===== src/rtl/ifetch_pkg.sv =====
// ifetch_pkg: shared widths, reset PC and helpers
// for the instruction fetch stage.
package ifetch_pkg;

  localparam int BUS_W = 32;
  localparam int DATA_W = 32;
  localparam logic [31:0] RESET_PC_DEF = 32'h0000_0000;
  localparam int INSTR_BYTES = 4;
  localparam int QDEPTH = 2;

  function automatic logic [1:0] cnt2(
    input logic [1:0] v
  );
    return {1'b0, v[0]} + {1'b0, v[1]};
  endfunction

endpackage


===== src/rtl/ifetch_unit_fetch_queue.sv =====
// fetch_queue: 2-slot in-order alloc/fill/pop
// queue for outstanding instruction fetches.
module fetch_queue
  import ifetch_pkg::*;
#(
  parameter int BW = BUS_W,
  parameter int DW = DATA_W
) (
  input  logic          clk,
  input  logic          rst_n,
  input  logic          flush_i,
  input  logic          push_i,
  input  logic [BW-1:0] push_pc_i,
  input  logic          push_bt_i,
  input  logic [BW-1:0] push_tgt_i,
  input  logic          fill_i,
  input  logic [DW-1:0] fill_data_i,
  input  logic          pop_i,
  output logic          valid_o,
  output logic [BW-1:0] head_pc_o,
  output logic [DW-1:0] head_instr_o,
  output logic          head_bt_o,
  output logic [BW-1:0] head_tgt_o,
  output logic [1:0]    alloc_cnt_o,
  output logic [1:0]    pend_cnt_o
);

  logic [1:0]    alloc_q;
  logic [1:0]    done_q;
  logic          head_q;
  logic          tail_q;
  logic [BW-1:0] pc_q    [QDEPTH];
  logic          bt_q    [QDEPTH];
  logic [BW-1:0] tgt_q   [QDEPTH];
  logic [DW-1:0] instr_q [QDEPTH];

  logic [1:0] pend_vec;
  logic       fill_sel;
  logic       fill_ok;

  assign pend_vec = alloc_q & ~done_q;

  // Responses return in order: the head is older
  // than the other slot whenever both are pending.
  always_comb begin
    fill_ok  = 1'b1;
    fill_sel = head_q;
    if (pend_vec[head_q]) begin
      fill_sel = head_q;
    end else if (pend_vec[~head_q]) begin
      fill_sel = ~head_q;
    end else begin
      fill_ok = 1'b0;
    end
  end

  always_ff @(posedge clk) begin
    if (!rst_n) begin
      alloc_q <= '0;
      done_q  <= '0;
      head_q  <= 1'b0;
      tail_q  <= 1'b0;
      for (int i = 0; i < QDEPTH; i++) begin
        pc_q[i]    <= '0;
        bt_q[i]    <= 1'b0;
        tgt_q[i]   <= '0;
        instr_q[i] <= '0;
      end
    end else if (flush_i) begin
      alloc_q <= '0;
      done_q  <= '0;
      head_q  <= 1'b0;
      tail_q  <= 1'b0;
    end else begin
      if (pop_i) begin
        alloc_q[head_q] <= 1'b0;
        done_q[head_q]  <= 1'b0;
        head_q          <= ~head_q;
      end
      // On a full queue push reuses the slot
      // that pop frees in the same cycle.
      if (push_i) begin
        alloc_q[tail_q] <= 1'b1;
        done_q[tail_q]  <= 1'b0;
        pc_q[tail_q]    <= push_pc_i;
        bt_q[tail_q]    <= push_bt_i;
        tgt_q[tail_q]   <= push_tgt_i;
        tail_q          <= ~tail_q;
      end
      if (fill_i && fill_ok) begin
        done_q[fill_sel]  <= 1'b1;
        instr_q[fill_sel] <= fill_data_i;
      end
    end
  end

  assign valid_o      = alloc_q[head_q] & done_q[head_q];
  assign head_pc_o    = pc_q[head_q];
  assign head_instr_o = instr_q[head_q];
  assign head_bt_o    = bt_q[head_q];
  assign head_tgt_o   = tgt_q[head_q];
  assign alloc_cnt_o  = cnt2(alloc_q);
  assign pend_cnt_o   = cnt2(pend_vec);

endmodule


===== src/rtl/ifetch_unit.sv =====
// ifetch_unit: fetch PC, imem request issue and
// stale-response discard in front of the IF/ID register.
module ifetch_unit
  import ifetch_pkg::*;
#(
  parameter int BUS_WIDTH = BUS_W,
  parameter int DATA_WIDTH = DATA_W,
  parameter logic [BUS_WIDTH-1:0] RESET_PC =
    BUS_WIDTH'(RESET_PC_DEF)
) (
  input  logic                  clk,
  input  logic                  rst_n,
  input  logic                  cancel,
  input  logic [BUS_WIDTH-1:0]  redirect_pc,
  output logic                  imem_req,
  output logic [BUS_WIDTH-1:0]  imem_addr,
  input  logic                  imem_gnt,
  input  logic                  imem_rvalid,
  input  logic [DATA_WIDTH-1:0] imem_rdata,
  input  logic                  bp_taken_req,
  input  logic [BUS_WIDTH-1:0]  bp_target_req,
  input  logic                  allow_in_id,
  output logic                  valid_if,
  output logic                  ready_go_if,
  output logic [BUS_WIDTH-1:0]  pc_if,
  output logic [DATA_WIDTH-1:0] instruction_if,
  output logic                  bp_taken_if,
  output logic [BUS_WIDTH-1:0]  pre_taken_target_if
);

  logic [BUS_WIDTH-1:0] fpc_q;
  logic [BUS_WIDTH-1:0] fpc_d;
  logic [1:0]           discard_q;
  logic [1:0]           discard_d;

  logic       accept;
  logic       pop;
  logic       fill;
  logic       q_valid;
  logic [1:0] alloc_cnt;
  logic [1:0] pend_cnt;
  logic [2:0] occ;
  logic [2:0] dsum;

  assign occ = {1'b0, alloc_cnt} + {1'b0, discard_q};
  assign pop = q_valid & allow_in_id & ~cancel;

  // A same-cycle pop frees a slot, so a full
  // queue can still issue while ID drains it.
  assign imem_req = rst_n & ~cancel &
                    (occ < (pop ? 3'd3 : 3'd2));
  assign imem_addr = fpc_q;
  assign accept = imem_req & imem_gnt;
  assign fill = imem_rvalid & (discard_q == 2'd0) &
                ~cancel;

  assign dsum = {1'b0, discard_q} + {1'b0, pend_cnt};

  always_comb begin
    fpc_d = fpc_q;
    if (cancel) begin
      fpc_d = redirect_pc;
    end else if (accept) begin
      fpc_d = bp_taken_req ? bp_target_req :
              fpc_q + BUS_WIDTH'(INSTR_BYTES);
    end
  end

  // Every fetch still in flight at a redirect
  // owes one response that must be dropped.
  always_comb begin
    discard_d = discard_q;
    if (cancel) begin
      if (imem_rvalid && dsum != 3'd0) begin
        discard_d = 2'(dsum - 3'd1);
      end else begin
        discard_d = 2'(dsum);
      end
    end else if (imem_rvalid && discard_q != 2'd0) begin
      discard_d = discard_q - 2'd1;
    end
  end

  always_ff @(posedge clk) begin
    if (!rst_n) begin
      fpc_q     <= RESET_PC;
      discard_q <= 2'd0;
    end else begin
      fpc_q     <= fpc_d;
      discard_q <= discard_d;
    end
  end

  fetch_queue #(
    .BW (BUS_WIDTH),
    .DW (DATA_WIDTH)
  ) u_queue (
    .clk          (clk),
    .rst_n        (rst_n),
    .flush_i      (cancel),
    .push_i       (accept),
    .push_pc_i    (fpc_q),
    .push_bt_i    (bp_taken_req),
    .push_tgt_i   (bp_target_req),
    .fill_i       (fill),
    .fill_data_i  (imem_rdata),
    .pop_i        (pop),
    .valid_o      (q_valid),
    .head_pc_o    (pc_if),
    .head_instr_o (instruction_if),
    .head_bt_o    (bp_taken_if),
    .head_tgt_o   (pre_taken_target_if),
    .alloc_cnt_o  (alloc_cnt),
    .pend_cnt_o   (pend_cnt)
  );

  assign valid_if    = q_valid;
  assign ready_go_if = q_valid;

  a_rvalid_owned: assert property (
    @(posedge clk) disable iff (!rst_n)
    imem_rvalid |-> (discard_q != 2'd0 || pend_cnt != 2'd0)
  );

endmodule

===== config.mk =====
export PLATFORM = sky130hd
export DESIGN_NAME = ifetch_unit
export DESIGN_NICKNAME = d
export VERILOG_FILES = /design/src/rtl/ifetch_pkg.sv /design/src/rtl/ifetch_unit_fetch_queue.sv /design/src/rtl/ifetch_unit.sv
export SDC_FILE = /design/constraint.sdc
export NUM_CORES = 1
export LEC_CHECK = 0
export ABC_AREA = 0
export BUFFER_PORTS_ARGS = -buffer_cell sky130_fd_sc_hd__buf_4
export CAP_MARGIN = 20
export CORE_ASPECT_RATIO = 1.5
export CORE_MARGIN = 4
export CORE_UTILIZATION = 35
export CTS_CLUSTER_DIAMETER = 200
export CTS_CLUSTER_SIZE = 25
export DETAILED_ROUTE_END_ITERATION = 16
export GPL_TIMING_DRIVEN = 0
export SLEW_MARGIN = 25
export SYNTH_ARGS = -nofsm -noshare
export SYNTH_HDL_FRONTEND = slang
export SYNTH_HIERARCHICAL = 1
export SYNTH_SLANG_ARGS = --single-unit

===== constraint.sdc =====
create_clock -name clk -period 10.7 [get_ports clk]
set_input_delay 2.14 -clock clk [delete_from_list [all_inputs] [get_ports clk]]
set_output_delay 2.14 -clock clk [all_outputs]
set_load 0.005 [all_outputs]

Word-level counts from Yosys, hierarchy flattened:

Memories as Yosys holds them, arrays and structs flattened. A register that Yosys moved wholly into a read port is not among the register bits.
Index checks and enable logic that the tools add are counted.

* bits in registers: 40
* logic and storage cells: 127
* memories kept: 4
* bits of input ports: 103
* memory bits (writable): 194
* output and inout port bits: 132

* order comparisons: 8
* multiplexer cells: 65
* reductions and logical operators: 16
* bitwise gates (word level): 21
* add/subtract/negate cells: 7

Memory list
* u_queue.instr_q: words 2, bits a word 32, read ports 1, clocked after Yosys merged registers in 1, write ports 2, RTL line ifetch_unit_fetch_queue.sv:35 `logic [DW-1:0] instr_q [QDEPTH];`
* u_queue.pc_q: words 2, bits a word 32, read ports 1, clocked after Yosys merged registers in 1, write ports 2, RTL line ifetch_unit_fetch_queue.sv:32 `logic [BW-1:0] pc_q [QDEPTH];`
* u_queue.tgt_q: words 2, bits a word 32, read ports 1, clocked after Yosys merged registers in 1, write ports 2, RTL line ifetch_unit_fetch_queue.sv:34 `logic [BW-1:0] tgt_q [QDEPTH];`
* u_queue.bt_q: words 2, bits a word 1, read ports 1, clocked after Yosys merged registers in 1, write ports 2, RTL line ifetch_unit_fetch_queue.sv:33 `logic bt_q [QDEPTH];`

Operators with widths (number)
* 32-bit two-way mux: 6
* 32-bit OR reduction: 3
* 1-bit two-way mux: 42
* 32-bit by 3-bit adder with 32-bit output, second input constant: 1
* 2-bit two-way mux: 14
* 1-bit AND: 8
* 2-bit AND: 4
* 1-bit by 2-bit < comparator with 1-bit output, second input constant: 4
* 2-bit by 2-bit adder with 3-bit output: 2
* 1-bit logical AND: 6
* 2-bit inverter: 3
* 2-bit nonzero test: 3
* 1-bit by 1-bit adder with 2-bit output: 2
* 1-bit inverter: 4
* 2-bit OR: 2
* 2-bit by 1-bit subtractor with 2-bit output, second input constant: 2
* 1-bit demux with 1-bit select: 3
* 1-bit >= comparator, second input constant: 3
* 3-bit by 2-bit < comparator with 1-bit output: 1
* 3-bit nonzero test: 1
* 2-bit logical NOT: 1
* 2-bit OR reduction: 1
* 1-bit OR reduction: 1

Depth between registers and ports, before layout:

Gate-level depths: netlist (run 1).

* word-level depth: 15
* depth in mapped cells: 11
* depth with buffers taken out: 11

Cells and area by module:

The synthesis (run 1) kept the hierarchy.

Modules (own cells, without submodules)
* fetch_queue: times used 1, area each 8730.9 µm², cells each 568, seq. area each 5945.7 µm²
* ifetch_unit: times used 1, area each 2618.8 µm², cells each 355, seq. area each 680.7 µm²

Least setup slack after synthesis (run 1):

OpenSTA, ideal clock, no wires.

* path kind: input-to-reg
* start: input port allow_in_id
* end: memory u_queue/pc_q[0][0] in the netlist's numbering (enable)
* stages on the path: 4
* setup time: 575 ps
* setup slack: 2572 ps
* required time: 10125 ps
* data arrival time: 7553 ps
* path buffers: 0
* path through: nand3b_1 -> a211oi_1 -> nand2b_1 -> o21ai_0

RTL lines
* from (decl): RTL line ifetch_unit.sv:22 `input logic allow_in_id,`
* to (decl): RTL line ifetch_unit_fetch_queue.sv:32

Worst setup path after layout (run 1):

* start: input port cancel
* end: output port imem_req

* cells in the longest elaborated chain, start to end: 5
* elaborated cells between the ends (all ways): 6
* those cells by class: 1 x order compare; 1 x mux; 4 x bitwise

Ends and longest elaborated chain
* from (decl): RTL line ifetch_unit.sv:13 `input logic cancel,`
* 1-bit inverter (*): RTL line ifetch_unit.sv:46, ifetch_unit.sv:50
* 1-bit AND: RTL line ifetch_unit.sv:46 `assign pop = q_valid & allow_in_id & ~cancel;`
* 1-bit two-way mux: RTL line ifetch_unit.sv:51 `(occ < (pop ? 3'd3 : 3'd2));`
* 3-bit by 2-bit < comparator with 1-bit output: RTL line ifetch_unit.sv:51
* 1-bit AND (*): RTL line ifetch_unit.sv:50 `assign imem_req = rst_n & ~cancel &`
* to (decl): RTL line ifetch_unit.sv:15 `output logic imem_req,`

Mark *: on every way between the ends. The rest lies on a longest branch, timed or not.

==> results.md, run 1 <==
- The run finished with clean final reports.
- The number of distinct library cells after synthesis is 68.
- Before antenna repair, the detailed router went through 5 iterations.
- The congestion estimate from routability-driven global placement came to 0.907.
- The synthesized netlist cell count is 923.
- The fraction of layout instances using a drive strength above 1 is 34.3%.
- The kind of cell adding the most delay to the critical path is buffers and inverters.
- The total stage count of the critical path is 6.
- Once layout is complete, the utilization of the core stands at 44.5%.
- For this design the static power due to leakage is 5.84 nW.
- The fraction of power spent switching nets is 24.6%.
- Setup repair after global routing left no endpoint under its margin.
- The aggregate negative setup slack is 0 ns.
- The number of hold buffers added after CTS was 0.
- The buffers plus inverters on the worst setup path is 5.
- At the pin with the least slew margin, the transition time is 0.967 ns.
- The pin count of the biggest net entering global routing is 33.
- For the worst setup path, the data required time is 8.56 ns.
- Of the total power, combinational logic draws 12.1%.
- In the layout the commonest cells are sky130_fd_sc_hd__buf_4, sky130_fd_sc_hd__edfxtp_1, sky130_fd_sc_hd__and2_1.
- The reported net switching power is 0.000446 W.
- In this run the critical register-to-register path is launched from u_queue/alloc_q[1].
- The critical path's slowest cell is sky130_fd_sc_hd__buf_1.
- The number of setup violations in the final report is 0.
- The largest fanout on the critical path is 10.
- The initial antenna violation count is 2.
- After detailed routing, the total wire length is 35400 µm.
- Sequential cells burn 58.2% of the power.
- The layout-stage area growth over the synthesis result is 25.1%.
- Power spread over the standard cell area amounts to 128 mW/mm².
- The net count after synthesis is 1034.
- The wire-length estimate of the detail-placed layout is 26600 µm.
- After filler insertion, the fill cell instance count of the layout stands at 3038.
- Headroom to the max-slew limit came out at 35.3%.
- The category of the critical setup timing path is in -> out.
- After clock tree synthesis, the clock-pin slew on the worst setup and hold paths is 0.11 ns.
- The signal on the critical path passes through buf_4 > clkbuf_1 > clkbuf_1 > buf_1 > nor4_1 > buf_4.
- After floorplanning, the core was divided into 80 placement rows.
- In this run the count of I/O pins placed on the die edge is 235.
- In this run, post-CTS repair resized a total of 0 instances.
- Yosys mapped a number of flops with a built-in enable equal to 192.
- The synthesized area divided by synthesized cell count is 12.3 µm².
- The final setup slack of the worst path is 4.70 ns.
- For the final database, setup skew stands at 0.0371 ns.
- The floorplan step defined a core boundary enclosing 0.0319 mm².
- Across the run, the number of max-cap violations was 0.
- For the worst flop-to-flop path, the logic depth is 8.
- The worst-case IR drop observed on VDD is 113 µV.
- The worst path in the final design needs a cycle of 6.00 ns, including I/O delays and setup.
- With fillers left out, the area of the finished cells amounts to 0.0142 mm².
- The die covers 0.0354 mm².
- After synthesis, flip-flops and latches occupy 58.4% of the total area.
- The post-route total power is 0.00181 W.
- The type of the tightest min-delay check is reg -> reg.
- The worst setup slack after placement is 4.73 ns.
- The cell depth of the worst hold path is 2.
- Yosys printed 6 warnings.
- The cell area reported after detailed placement is 0.0138 mm².
- The buffer type at the clock tree root is sky130_fd_sc_hd__clkbuf_16.
- Once the floorplan was initialized, standard cells occupied 35.5% of the core.
- The count of endpoints failing hold in the final timing report is 0.
- The worst setup path is launched from an input port.
- Data arrives at the worst endpoint at 3.86 ns.
- The clock power share is 29.7%.
- After clock tree synthesis, the setup repair step added 0 buffers.
- After detailed routing, the number of vias per cell comes to 5.26.
- CTS built an H-tree with a depth of 1.
- The routed layout has 8400 vias.
- STA classifies the critical path endpoint as an output pin.
- The number of DRC markers after the initial detailed-route iteration is 597.
- The portion of the clock cycle consumed by the worst path in the final layout is 56.1%.
- The number of design rule violations left after detail routing is 0.
- The count of buffers added on input and output ports is 234.
- On the worst path, the slowest cell contributes a delay of 0.47 ns.
- Static timing analysis puts the maximum clock frequency at 167 MHz.
- The total global-route track usage is 19.1%.
- The CTS tree is yes.
- The total congestion overflow is 0.
- Tracing the worst setup path back leads to its startpoint at cancel.
- The first-pass GRT wire length is 52100 µm.
- The worst hold path begins at u_queue/bt_q[1].
- The cell area after synthesis is 0.0113 mm².
- The later pin in the worst-skew pair is clocked with a latency of 0.51 ns.
- The internal portion of the total power is 0.00137 W.
- The number of sinks driven by the clock tree is 235.
- The TritonCTS buffer count is 13.
- The antenna violation net count after detailed routing is 0.
- The number of max-slew violations in the final report is 0.
- For this run, the leading register cell type out of synthesis is sky130_fd_sc_hd__edfxtp_1.
- Measured along the x axis, the die boundary spans 155 µm.
- For this run, asynchronously set or reset flops after synthesis account for 0%.
- Dividing the detail-routed wire length by the instance count gives 22.2 µm.
- Counting flops and latches in the post-synthesis netlist gives 235.
- Leaving out fill and tap cells, the most frequent cell in the layout is sky130_fd_sc_hd__buf_4.
- The maximum buffer depth of the clock tree is 3.
- The number of global-route vias before repair is 8474.
- The final layout contains 1290 nets.
- The vertical die dimension is 229 µm.
[power groups by stage]
stage,clock (W),combinational (W),sequential [W]
final,0.000539,0.000218,0.00105
after global routing,0.000586,0.000236,0.00106
after CTS,0.000555,0.000220,0.00105
after detailed placement,0,0.000219,0.00108
after global placement,0,0.000209,0.00108
after floorplan,0,0.0000929,0.00107
[final timing paths]
kind	endpoint	slack [ns]
hold / removal	u_queue/bt_q[1]	0.47
setup reg to reg	u_queue/pc_q[0][1]	7.02
hold reg to reg	u_queue/bt_q[1]	0.47
setup / recovery	imem_req	4.70
[worst register-to-register path, stage by stage, from the launching register on]
cell and delay, ns:
sky130_fd_sc_hd__dfxtp_1 0.41, sky130_fd_sc_hd__ha_1 0.26, sky130_fd_sc_hd__ha_1 0.19, sky130_fd_sc_hd__fa_1 0.40, sky130_fd_sc_hd__nand3b_1 0.26, sky130_fd_sc_hd__a211oi_2 0.67, sky130_fd_sc_hd__nand2b_1 0.27, sky130_fd_sc_hd__o21ai_4 0.64
sky130_fd_sc_hd__buf_8 0.26
[per-stage QoR]
step / hold WS, ns / cells
floorplan: 0.439 / 923
global placement: 0.453 / 1567
detailed placement: 0.460 / 1574
CTS: 0.475 / 1596
global route: 0.505 / 1598
finish: 0.474 / 1598
[Yosys cell counts (all sizes together) (3+ instances only)]
cell / count / area (µm²)
buf: 36 / 223
nand4: 8 / 65.1
a22oi: 10 / 75.1
a21oi: 38 / 194
nor3: 6 / 35.0
nand2: 43 / 161
o31a: 8 / 70.1
o211ai: 9 / 67.6
mux2: 98 / 1100
o22ai: 6 / 37.5
and3: 74 / 463
o41ai: 3 / 26.3
o311ai: 3 / 26.3
a211oi: 9 / 67.6
ha: 6 / 75.1
or3: 3 / 18.8
inv: 12 / 45.0
nor4: 10 / 68.8
xnor2: 5 / 43.8
a21o: 5 / 37.5
nor2: 28 / 113
o21ai: 31 / 155
and2: 132 / 826
mux2i: 4 / 40.0
a32o: 3 / 30.0
edfxtp: 192 / 5770
or4: 4 / 33.8
and4: 4 / 35.0
nor2b: 4 / 27.5
dfxtp: 43 / 861
a31oi: 6 / 37.5
nand2b: 4 / 27.5
nand3: 11 / 55.1
clkbuf: 33 / 133
[area by class of cell]
type	instances	area [µm²]	share of cell area, %
flip-flops and latches	235	6630	46.7
multi-input cells	607	4350	30.6
repair buffers	241	1920	13.6
well taps	410	513	3.61
plain buffers	69	355	2.50
clock buffers	20	352	2.48
inverters	12	45.0	0.317
clock inverters	2	25.0	0.176
diodes	2	5.00	0.0353
[metal layers]
layer	GRT usage (%)	part of all wire [%]	vias up	wire (µm)
met5	0	0	-	0
met4	7.04	3.8	0	1340
met3	3.11	6.2	62	2200
met2	34.9	52	323	18500
met1	22.3	38	4081	13400
li1	-	-	3934	-
[flip-flops by register name, indices dropped and copies added (netlist names), 2 cells and up, named ones only]
signal / flops
u_queue/instr_q: 64
u_queue/pc_q: 64
u_queue/tgt_q: 64
imem_addr: 32
discard_q: 2
u_queue/alloc_q: 2
u_queue/bt_q: 2
u_queue/done_q: 2
[cells by family (layout without fill, tap and decap cells)]
group,after synthesis,count (layout),synth area share [%]
simple gates,338,338,17.6
flops,235,235,58.4
compound gates,153,153,8.97
mux,102,102,10.1
buf+inv,81,344,3.53
fa+ha+maj,8,8,1.01
xor+xnor,6,6,0.463
other cells,0,2,0
Note: power is estimated with default switching activity, not from simulation.
==> inputs of run 2 (changes only) <==
- clock period: 10.7 -> 5.35 ns (I/O delays scaled with it)
==> results.md, run 2 (synthesis gave the netlist of run 1 again) <==
- The total met3 wirelength after detailed routing came to 1990 µm (was 2200 µm).
- The number of setup violations in the final report was 0 (unchanged).
- The quantity of I/O buffers inserted on ports came to 234 (unchanged).
- The reported net switching power is 0.000879 W (was 0.000446 W).
- Of the available clock period, the critical path in the final layout requires 71.3%.
- The endpoint type of the worst setup path is an output pin (unchanged).
- The top routing layer in use is met4 (unchanged).
- The type of the tightest min-delay check is reg -> reg (unchanged).
- The largest fanout on the critical path is 10 (unchanged).
- The cell area power density came to 254 mW/mm² (was 128 mW/mm²).
- The critical path's slowest cell is sky130_fd_sc_hd__buf_1 (unchanged).
- Registers with the most flip-flops: u_queue/instr_q x64, u_queue/pc_q x64, u_queue/tgt_q x64 (unchanged).
- The first-pass GRT wire length is 52800 µm (was 52100 µm).
- The number of DRC markers after the initial detailed-route iteration was 487 (was 597).
- The arrival time at the worst endpoint came to 2.74 ns (was 3.86 ns).
- The total congestion overflow came to 0 (unchanged).
- The post-route total power is 0.00361 W (was 0.00181 W).
- The met2 wirelength from detailed routing came to 19100 µm (was 18500 µm).
- The number of cells traversed by the worst register-to-register path is 9 (was 8).
- The TritonCTS buffer count is 13 (unchanged).
- The antenna violation net count after detailed routing was 0 (unchanged).
- The number of ports placed on the die boundary is 235 (unchanged).
- The clock transition time at the flip-flop clock pins of the worst setup and hold paths came to 0.11 ns (about the same).
- The die width came to 155 µm (unchanged).
- The detailed-route wire length per cell is 22.3 µm (was 22.2 µm).
- The final standard cell count with taps included and fillers excluded is 1597 (was 1598).
- The number of max-capacitance violations reported is 0 (unchanged).
- The total number of nets in the final design is 1290 (unchanged).
- Highest-count cells in the layout ignoring fill and taps: sky130_fd_sc_hd__buf_4, sky130_fd_sc_hd__edfxtp_1, sky130_fd_sc_hd__and2_1 (unchanged).
- The category of the critical setup timing path is in -> out (unchanged).
- The end of the worst hold path is u_queue/bt_q[0] (was u_queue/bt_q[1]).
- The quantity of hold-fixing buffers added after cts is 0 (unchanged).
- The highest clock rate is 262 MHz.
- The starting utilization of the core area is 35.5% (unchanged).
- The routed via count divided by cell count came to 5.32 (was 5.26).
- The length of routed wiring on met1 was 13600 µm (was 13400 µm).
- The startpoint of the lowest-slack hold path is u_queue/bt_q[0] (was u_queue/bt_q[1]).
- The destination of the worst register-to-register timing path is u_queue/pc_q[0][25] (was u_queue/pc_q[0][1]).
- The number of global-route vias before repair is 8590 (was 8474).
- The post-CTS resize count is 0 (unchanged).
- The maximum cell stage delay along the critical path came to 0.48 ns (was 0.47 ns).
- The startpoint of the worst-slack reg-to-reg timing path is u_queue/alloc_q[1] (unchanged).
- The setup skew after layout is 0.0321 ns (was 0.0371 ns).
- The required time at the worst-slack endpoint is 4.28 ns (was 8.56 ns).
- The post-layout minimum cycle time is 3.81 ns.
- The initial antenna violation count is 2 (unchanged).
- The aggregate negative setup slack was 0 ns (unchanged).
- RSZ-0062 raised after global routing: no (unchanged).
- The part of the total power dissipated in sequential elements is 58.5% (was 58.2%).
- The vertical die dimension is 229 µm (unchanged).
- The level count of the clock H-tree is 1 (unchanged).
- The fraction of power spent switching nets is 24.4% (was 24.6%).
- The maximum buffer depth of the clock tree is 3 (unchanged).
- The die area came to 0.0354 mm² (unchanged).
- The critical path launch point type is an input port (unchanged).
- The routability-driven placement congestion ratio is 0.935 (was 0.907).
- The worst-margin pin slew was 0.978 ns (was 0.967 ns).
- The count of endpoints failing hold in the final timing report is 0 (unchanged).
- The cell count after placement is 1574 (unchanged).
- The number of sinks driven by the clock tree came to 235 (unchanged).
- The area of the core region is 0.0319 mm² (unchanged).
- The maximum ir drop on the vdd rail is 208 µV (was 113 µV).
- The number of iterations in the first detailed-routing pass is 6 (was 5).
- The combinational power share was 12.1% (about the same).
- The number of max-slew violations in the final report is 0 (unchanged).
- The total global-route track usage is 19.2% (was 19.1%).
- The site row count was 80 (unchanged).
- The clock power share is 29.5% (was 29.7%).
- Result of the run: finished, final reports clean (unchanged).
- The cell depth of the worst hold path was 2 (unchanged).
- The fraction of layout instances using a drive strength above 1 was 34.3% (about the same).
- The number of buffers inserted by post-CTS setup repair is 0 (unchanged).
- The via count is 8491 (was 8400).
- The most common library cell in the layout ignoring fill and taps is sky130_fd_sc_hd__buf_4 (unchanged).
- The layout-stage area growth over the synthesis result is 25.1% (about the same).
- The static power due to leakage was 5.84 nW (about the same).
- The placed wire-length estimate after detailed placement is 26900 µm (was 26600 µm).
- The number of design rule violations left after detail routing is 0 (unchanged).
- The routed wire length came to 35600 µm (was 35400 µm).
- The CTS tree was yes (unchanged).
- The cell-internal power is 0.00273 W (was 0.00137 W).
- The max-slew headroom at the worst pin is 34.5% (was 35.3%).
- Worst path cell trace: buf_4 > clkbuf_1 > clkbuf_1 > buf_1 > nor4_1 > buf_4 (unchanged).
- The clock latency on the worst-skew pair is 0.49 ns (was 0.51 ns).
- The register-to-register setup slack is 1.61 ns (was 7.02 ns).
- The buffer type at the clock tree root is sky130_fd_sc_hd__clkbuf_16 (unchanged).
- The pin count of the biggest net entering global routing is 33 (unchanged).
-- run 2: changes by cell type in the layout (fill, tap and decap cells not counted) --
cell | previous run | this run
sky130_fd_sc_hd__buf_8 | 2 | 1
sky130_fd_sc_hd__buf_16 | 5 | 6
sky130_fd_sc_hd__inv_6 | 1 | 0
-- run 2: worst max path at each step --
stage	to	startpoint
6_report	imem_req	cancel
5_1_grt	imem_req	cancel
4_1_cts	imem_req	cancel
3_5_place_dp	u_queue/instr_q[0][9]	cancel
3_3_place_gp	u_queue/pc_q[0][9]	u_queue/alloc_q[0]
2_1_floorplan	u_queue/pc_q[0][0]	u_queue/alloc_q[0]
-- run 2: routing by layer --
layer | up-vias | GRT usage (%)
met2 | 299 | 36.3
met3 | 52 | 2.77
met5 | - | 0
met4 | 0 | 5.22
met1 | 4198 | 22.4
li1 | 3942 | -
-- run 2: cell type report --
class	instances	area, µm²
Fill cell	3002	17700
Sequential cell	235	6630
Multi-Input combinational cell	607	4350
Timing Repair Buffer	241	1940
Tap cell	410	513
Buffer	69	355
Clock buffer	20	352
Inverter	12	45.0
Clock inverter	1	16.3
Antenna cell	2	5.00
-- run 2: stage by stage --
step	hold WS, ns	setup WS (ns)	instance area [µm²]	util [%]
after global routing	0.526	1.39	14200	44.5
after floorplan	0.439	1.06	11400	-
after detailed placement	0.474	1.38	13800	43.3
after global placement	0.458	-0.676	13600	42.7
after CTS	0.493	1.53	14200	44.5
final	0.488	1.54	14200	44.5
-- run 2: critical path: cells and delay by family --
| family | cells | cell delay [ns] |
|---|---|---|
| simple gates | 1 | 0.13 |
| buf+inv | 5 | 1.54 |
-- run 2: power by group through the flow --
stage / registers, W / logic (W) / clock network (W)
3_5_place_dp: 0.00215 / 0.000438 / 0
5_1_grt: 0.00212 / 0.000473 / 0.00116
2_1_floorplan: 0.00213 / 0.000186 / 0
4_1_cts: 0.00211 / 0.000440 / 0.00110
6_report: 0.00211 / 0.000436 / 0.00106
3_3_place_gp: 0.00215 / 0.000417 / 0
==> inputs of run 3 (changes only) <==
- ABC_AREA: 0 -> 1
- clock period: 5.35 -> 3.2 ns (I/O delays scaled with it)
==> results.md, run 3 <==
- Result of the run: finished, final reports clean (unchanged).
- The vertical die dimension is 232 µm (was 229 µm).
- The launching instance or port of the critical path is u_queue/alloc_q[1] (was cancel).
- The destination of the worst register-to-register timing path is u_queue/tgt_q[1][10] (was u_queue/pc_q[0][25]).
- The maximum ir drop on the vdd rail was 386 µV (was 208 µV).
- The number of design rule violations left after detail routing is 0 (unchanged).
- The category of the critical setup timing path was reg -> reg (was in -> out).
- The quantity of I/O buffers inserted on ports is 233 (was 234).
- The required time at the worst-slack endpoint was 3.38 ns (was 4.28 ns).
- Commonest cells post-synth: sky130_fd_sc_hd__nor2_1, sky130_fd_sc_hd__edfxtp_1, sky130_fd_sc_hd__inv_1 (was sky130_fd_sc_hd__edfxtp_1, sky130_fd_sc_hd__and2_1, sky130_fd_sc_hd__mux2_2).
- The buffers plus inverters on the worst setup path came to 4 (was 5).
- The cell area power density is 418 mW/mm² (was 254 mW/mm²).
- The number of synthesis warnings was 6 (unchanged).
- The end of the worst hold path is u_queue/bt_q[1] (was u_queue/bt_q[0]).
- The CTS tree is yes (unchanged).
- The cell area after synthesis is 0.0117 mm² (was 0.0113 mm²).
- The maximum cell stage delay along the critical path was 0.42 ns (was 0.48 ns).
- The arrival time at the worst endpoint is 3.16 ns (was 2.74 ns).
- The critical path's slowest cell is sky130_fd_sc_hd__fa_1 (was sky130_fd_sc_hd__buf_1).
- The number of ports placed on the die boundary is 235 (unchanged).
- The starting utilization of the core area is 35.7% (was 35.5%).
- The part of the total power dissipated in sequential elements is 57.7% (was 58.5%).
- The total congestion overflow is 0 (unchanged).
- The cell type contributing the most total cell area after synthesis is sky130_fd_sc_hd__edfxtp_1 (unchanged).
- The predominant post-synthesis flop cell is sky130_fd_sc_hd__edfxtp_1 (unchanged).
- The highest clock rate is 336 MHz.
- The worst-margin pin slew is 0.589 ns (was 0.978 ns).
- The layout-stage area growth over the synthesis result is 24.4% (was 25.1%).
- The most common library cell in the layout ignoring fill and taps is sky130_fd_sc_hd__nor2_1 (was sky130_fd_sc_hd__buf_4).
- The share of async-settable or async-resettable flops after synthesis is 0% (unchanged).
- The via count is 9096 (was 8491).
- The number of distinct library cells after synthesis is 38 (was 68).
- The synthesized netlist cell count is 1164 (was 923).
- Dividing the final minimum period by the clock period gives 92.9%.
- The number of setup violations in the final report is 0 (unchanged).
- Worst path cell trace: ha_1 > ha_1 > fa_1 > nand2_1 > nand3_4 > inv_1 > nand2_1 > nor2_4 > inv_2 > buf_6 > buf_6 > nand2_4 (was buf_4 > clkbuf_1 > clkbuf_1 > buf_1 > nor4_1 > buf_4).
- The count of endpoints failing hold in the final timing report is 0 (unchanged).
- The net count after synthesis came to 1275 (was 1034).
- The critical path launch point type is a register (was input port).
- The static power due to leakage came to 6.24 nW (was 5.84 nW).
- The number of max-capacitance violations reported is 0 (unchanged).
- The setup skew after layout is 0.0433 ns (was 0.0321 ns).
- The flop and latch count out of synthesis was 235 (unchanged).
- The type of the tightest min-delay check was in -> reg (was reg -> reg).
- The max-slew headroom at the worst pin is 60.6% (was 34.5%).
- The cell-internal power is 0.00456 W (was 0.00273 W).
- The die area was 0.0365 mm² (was 0.0354 mm²).
- The buffer type at the clock tree root is sky130_fd_sc_hd__clkbuf_16 (unchanged).
- The placed wire-length estimate after detailed placement came to 26600 µm (was 26900 µm).
- The largest fanout on the critical path is 16 (was 10).
- The first-pass GRT wire length is 53000 µm (was 52800 µm).
- The startpoint of the worst-slack reg-to-reg timing path is u_queue/alloc_q[1] (unchanged).
- The die width is 157 µm (was 155 µm).
- The proportion of synthesized chip area in sequential cells is 56.5% (was 58.4%).
- The kind of cell adding the most delay to the critical path is adder cells (was buffers and inverters).
- The antenna violation net count after detailed routing is 0 (unchanged).
- The startpoint of the lowest-slack hold path is bp_taken_req (was u_queue/bt_q[0]).
- The clock latency on the worst-skew pair is 0.51 ns (was 0.49 ns).
- The initial antenna violation count was 1 (was 2).
- The fraction of post-synthesis cell area in the top cell type by area was 49.2% (was 50.8%).
- The area of the core region is 0.0328 mm² (was 0.0319 mm²).
- The number of iterations in the first detailed-routing pass is 5 (was 6).
- The number of max-slew violations in the final report is 0 (unchanged).
- The combinational power share is 12.6% (was 12.1%).
- The register-to-register setup slack is 0.23 ns (was 1.61 ns).
- The pin count of the biggest net entering global routing is 27 (was 33).
- The detailed-route wire length per cell came to 19.6 µm (was 22.3 µm).
- The cell depth of the worst hold path came to 3 (was 2).
- The maximum buffer depth of the clock tree came to 3 (unchanged).
- The number of global-route vias before repair is 9119 (was 8590).
- The routability-driven placement congestion ratio is 0.917 (was 0.935).
- The final hold slack is 0.369 ns (was 0.488 ns).
- Registers with the most flip-flops: u_queue/instr_q x64, u_queue/pc_q x64, u_queue/tgt_q x64 (unchanged).
- The aggregate negative setup slack was 0 ns (unchanged).
- The number of DRC markers after the initial detailed-route iteration is 573 (was 487).
- The number of enable-type register cells in the synthesized netlist came to 192 (unchanged).
- The site row count is 81 (was 80).
- The reported net switching power is 0.00154 W (was 0.000879 W).
- The fraction of layout instances using a drive strength above 1 came to 32.2% (was 34.3%).
- The number of sinks driven by the clock tree is 235 (unchanged).
- The clock power share is 29.6% (was 29.5%).
- The routed wire length came to 36100 µm (was 35600 µm).
- Cell types with the largest area share after synthesis: sky130_fd_sc_hd__edfxtp_1, sky130_fd_sc_hd__mux2_2, sky130_fd_sc_hd__nor2_1, sky130_fd_sc_hd__dfxtp_1, sky130_fd_sc_hd__inv_1 (was sky130_fd_sc_hd__edfxtp_1, sky130_fd_sc_hd__mux2_2, sky130_fd_sc_hd__dfxtp_1, sky130_fd_sc_hd__and2_1, sky130_fd_sc_hd__and3_1).
- The total global-route track usage is 19.1% (was 19.2%).
- The number of cells traversed by the worst register-to-register path was 12 (was 9).
- Highest-count cells in the layout ignoring fill and taps: sky130_fd_sc_hd__nor2_1, sky130_fd_sc_hd__buf_4, sky130_fd_sc_hd__edfxtp_1 (was sky130_fd_sc_hd__buf_4, sky130_fd_sc_hd__edfxtp_1, sky130_fd_sc_hd__and2_1).
- The synthesized area divided by synthesized cell count is 10.1 µm² (was 12.3 µm²).
- The number of filler instances in the final layout is 3181 (was 3002).
- The fraction of power spent switching nets was 25.3% (was 24.4%).
- The most used standard cell by instance count after synthesis is sky130_fd_sc_hd__nor2_1 (was sky130_fd_sc_hd__edfxtp_1).
- Counting I/O delays and the setup requirement, the final critical path takes 2.97 ns.
- The total number of nets in the final design is 1531 (was 1290).
- The clock transition time at the flip-flop clock pins of the worst setup and hold paths is 0.11 ns (about the same).
- The level count of the clock H-tree came to 1 (unchanged).
- The endpoint type of the worst setup path is a register (was output pin).
- RSZ-0062 raised after global routing: no (unchanged).
- The routed via count divided by cell count is 4.94 (was 5.32).
- The TritonCTS buffer count came to 13 (unchanged).
- The post-route total power is 0.00610 W (was 0.00361 W).
-- run 3: cell types whose count changed in the layout (fill, tap and decap cells not counted), moves of 52 or more --
cell,delta
sky130_fd_sc_hd__nand2_1,+91
sky130_fd_sc_hd__nand3_1,+52
sky130_fd_sc_hd__inv_1,+145
sky130_fd_sc_hd__and2_1,-132
sky130_fd_sc_hd__and3_1,-74
sky130_fd_sc_hd__nor2_1,+229
-- run 3: worst max path at each step --
| stage | to | cells after the start |
|---|---|---|
| final | u_queue/tgt_q[1][10] | 12 |
| after global routing | u_queue/tgt_q[1][10] | 14 |
| after CTS | u_queue/tgt_q[1][10] | 12 |
| after detailed placement | u_queue/tgt_q[0][27] | 15 |
| after global placement | u_queue/pc_q[0][22] | 15 |
| after floorplan | u_queue/pc_q[0][0] | 13 |
-- run 3: metrics by stage --
step | utilization (%) | cell area [µm²] | instances | setup slack, ns
after floorplan | - | 11700 | 1164 | 0.0133
after global placement | 42.7 | 14000 | 1812 | -0.883
after detailed placement | 42.8 | 14100 | 1814 | -1.00
after CTS | 44.4 | 14600 | 1842 | 0.194
after global routing | 44.4 | 14600 | 1843 | 0.0436
final | 44.4 | 14600 | 1843 | 0.227
-- run 3: kinds of logic (layout without fill, tap and decap cells) --
family	Yosys count	after routing	synth area share [%]
other cells	0	1	0
buf+inv	216	473	8.53
mux	97	97	9.32
fa+ha+maj	8	8	0.982
simple gates	507	513	19.2
flops	235	235	56.5
compound gates	95	95	5.03
xor+xnor	6	6	0.448
-- run 3: power by group through the flow --
stage,combinational [W],sequential (W),clock (W)
2_1_floorplan,0.000365,0.00355,0
5_1_grt,0.000841,0.00354,0.00196
4_1_cts,0.000776,0.00352,0.00187
6_report,0.000770,0.00352,0.00181
3_5_place_dp,0.000751,0.00359,0
3_3_place_gp,0.000738,0.00359,0
-- run 3: final cells by class --
cell class / count / area (µm²) / area share, %
tap: 415 / 519 / 3.56
multi-input combinational: 719 / 4250 / 29.2
buffer: 54 / 390 / 2.68
timing repair buffer: 236 / 1810 / 12.4
clock buffer: 20 / 352 / 2.41
inverter: 161 / 604 / 4.14
sequential: 235 / 6630 / 45.4
antenna: 1 / 2.50 / 0.0172
clock inverter: 2 / 25.0 / 0.172
-- run 3: routing by layer --
layer	wire length, µm	part of all wire, %	track usage [%]	vias up
met1	13600	38	22.2	4398
met4	1230	3.4	6.75	0
met2	19100	53	35.4	304
met3	2160	6.0	2.61	64
li1	-	-	-	4330
met5	0	0	0	-
-- run 3: worst reg2reg max path, cell delays in order (launching register included) --
cell and delay (ns):
sky130_fd_sc_hd__dfxtp_1 0.41, sky130_fd_sc_hd__ha_1 0.26, sky130_fd_sc_hd__ha_1 0.19, sky130_fd_sc_hd__fa_1 0.42, sky130_fd_sc_hd__nand2_1 0.14, sky130_fd_sc_hd__nand3_4 0.10
sky130_fd_sc_hd__inv_1 0.13, sky130_fd_sc_hd__nand2_1 0.12, sky130_fd_sc_hd__nor2_4 0.15, sky130_fd_sc_hd__inv_2 0.08, sky130_fd_sc_hd__buf_6 0.17, sky130_fd_sc_hd__buf_6 0.20
sky130_fd_sc_hd__nand2_4 0.28
-- run 3: what timing repair did --
item	CTS	global route
buffers inserted	1	0
hold buffers	0	0
gates resized for setup	9	0
setup endpoints to repair	147	0
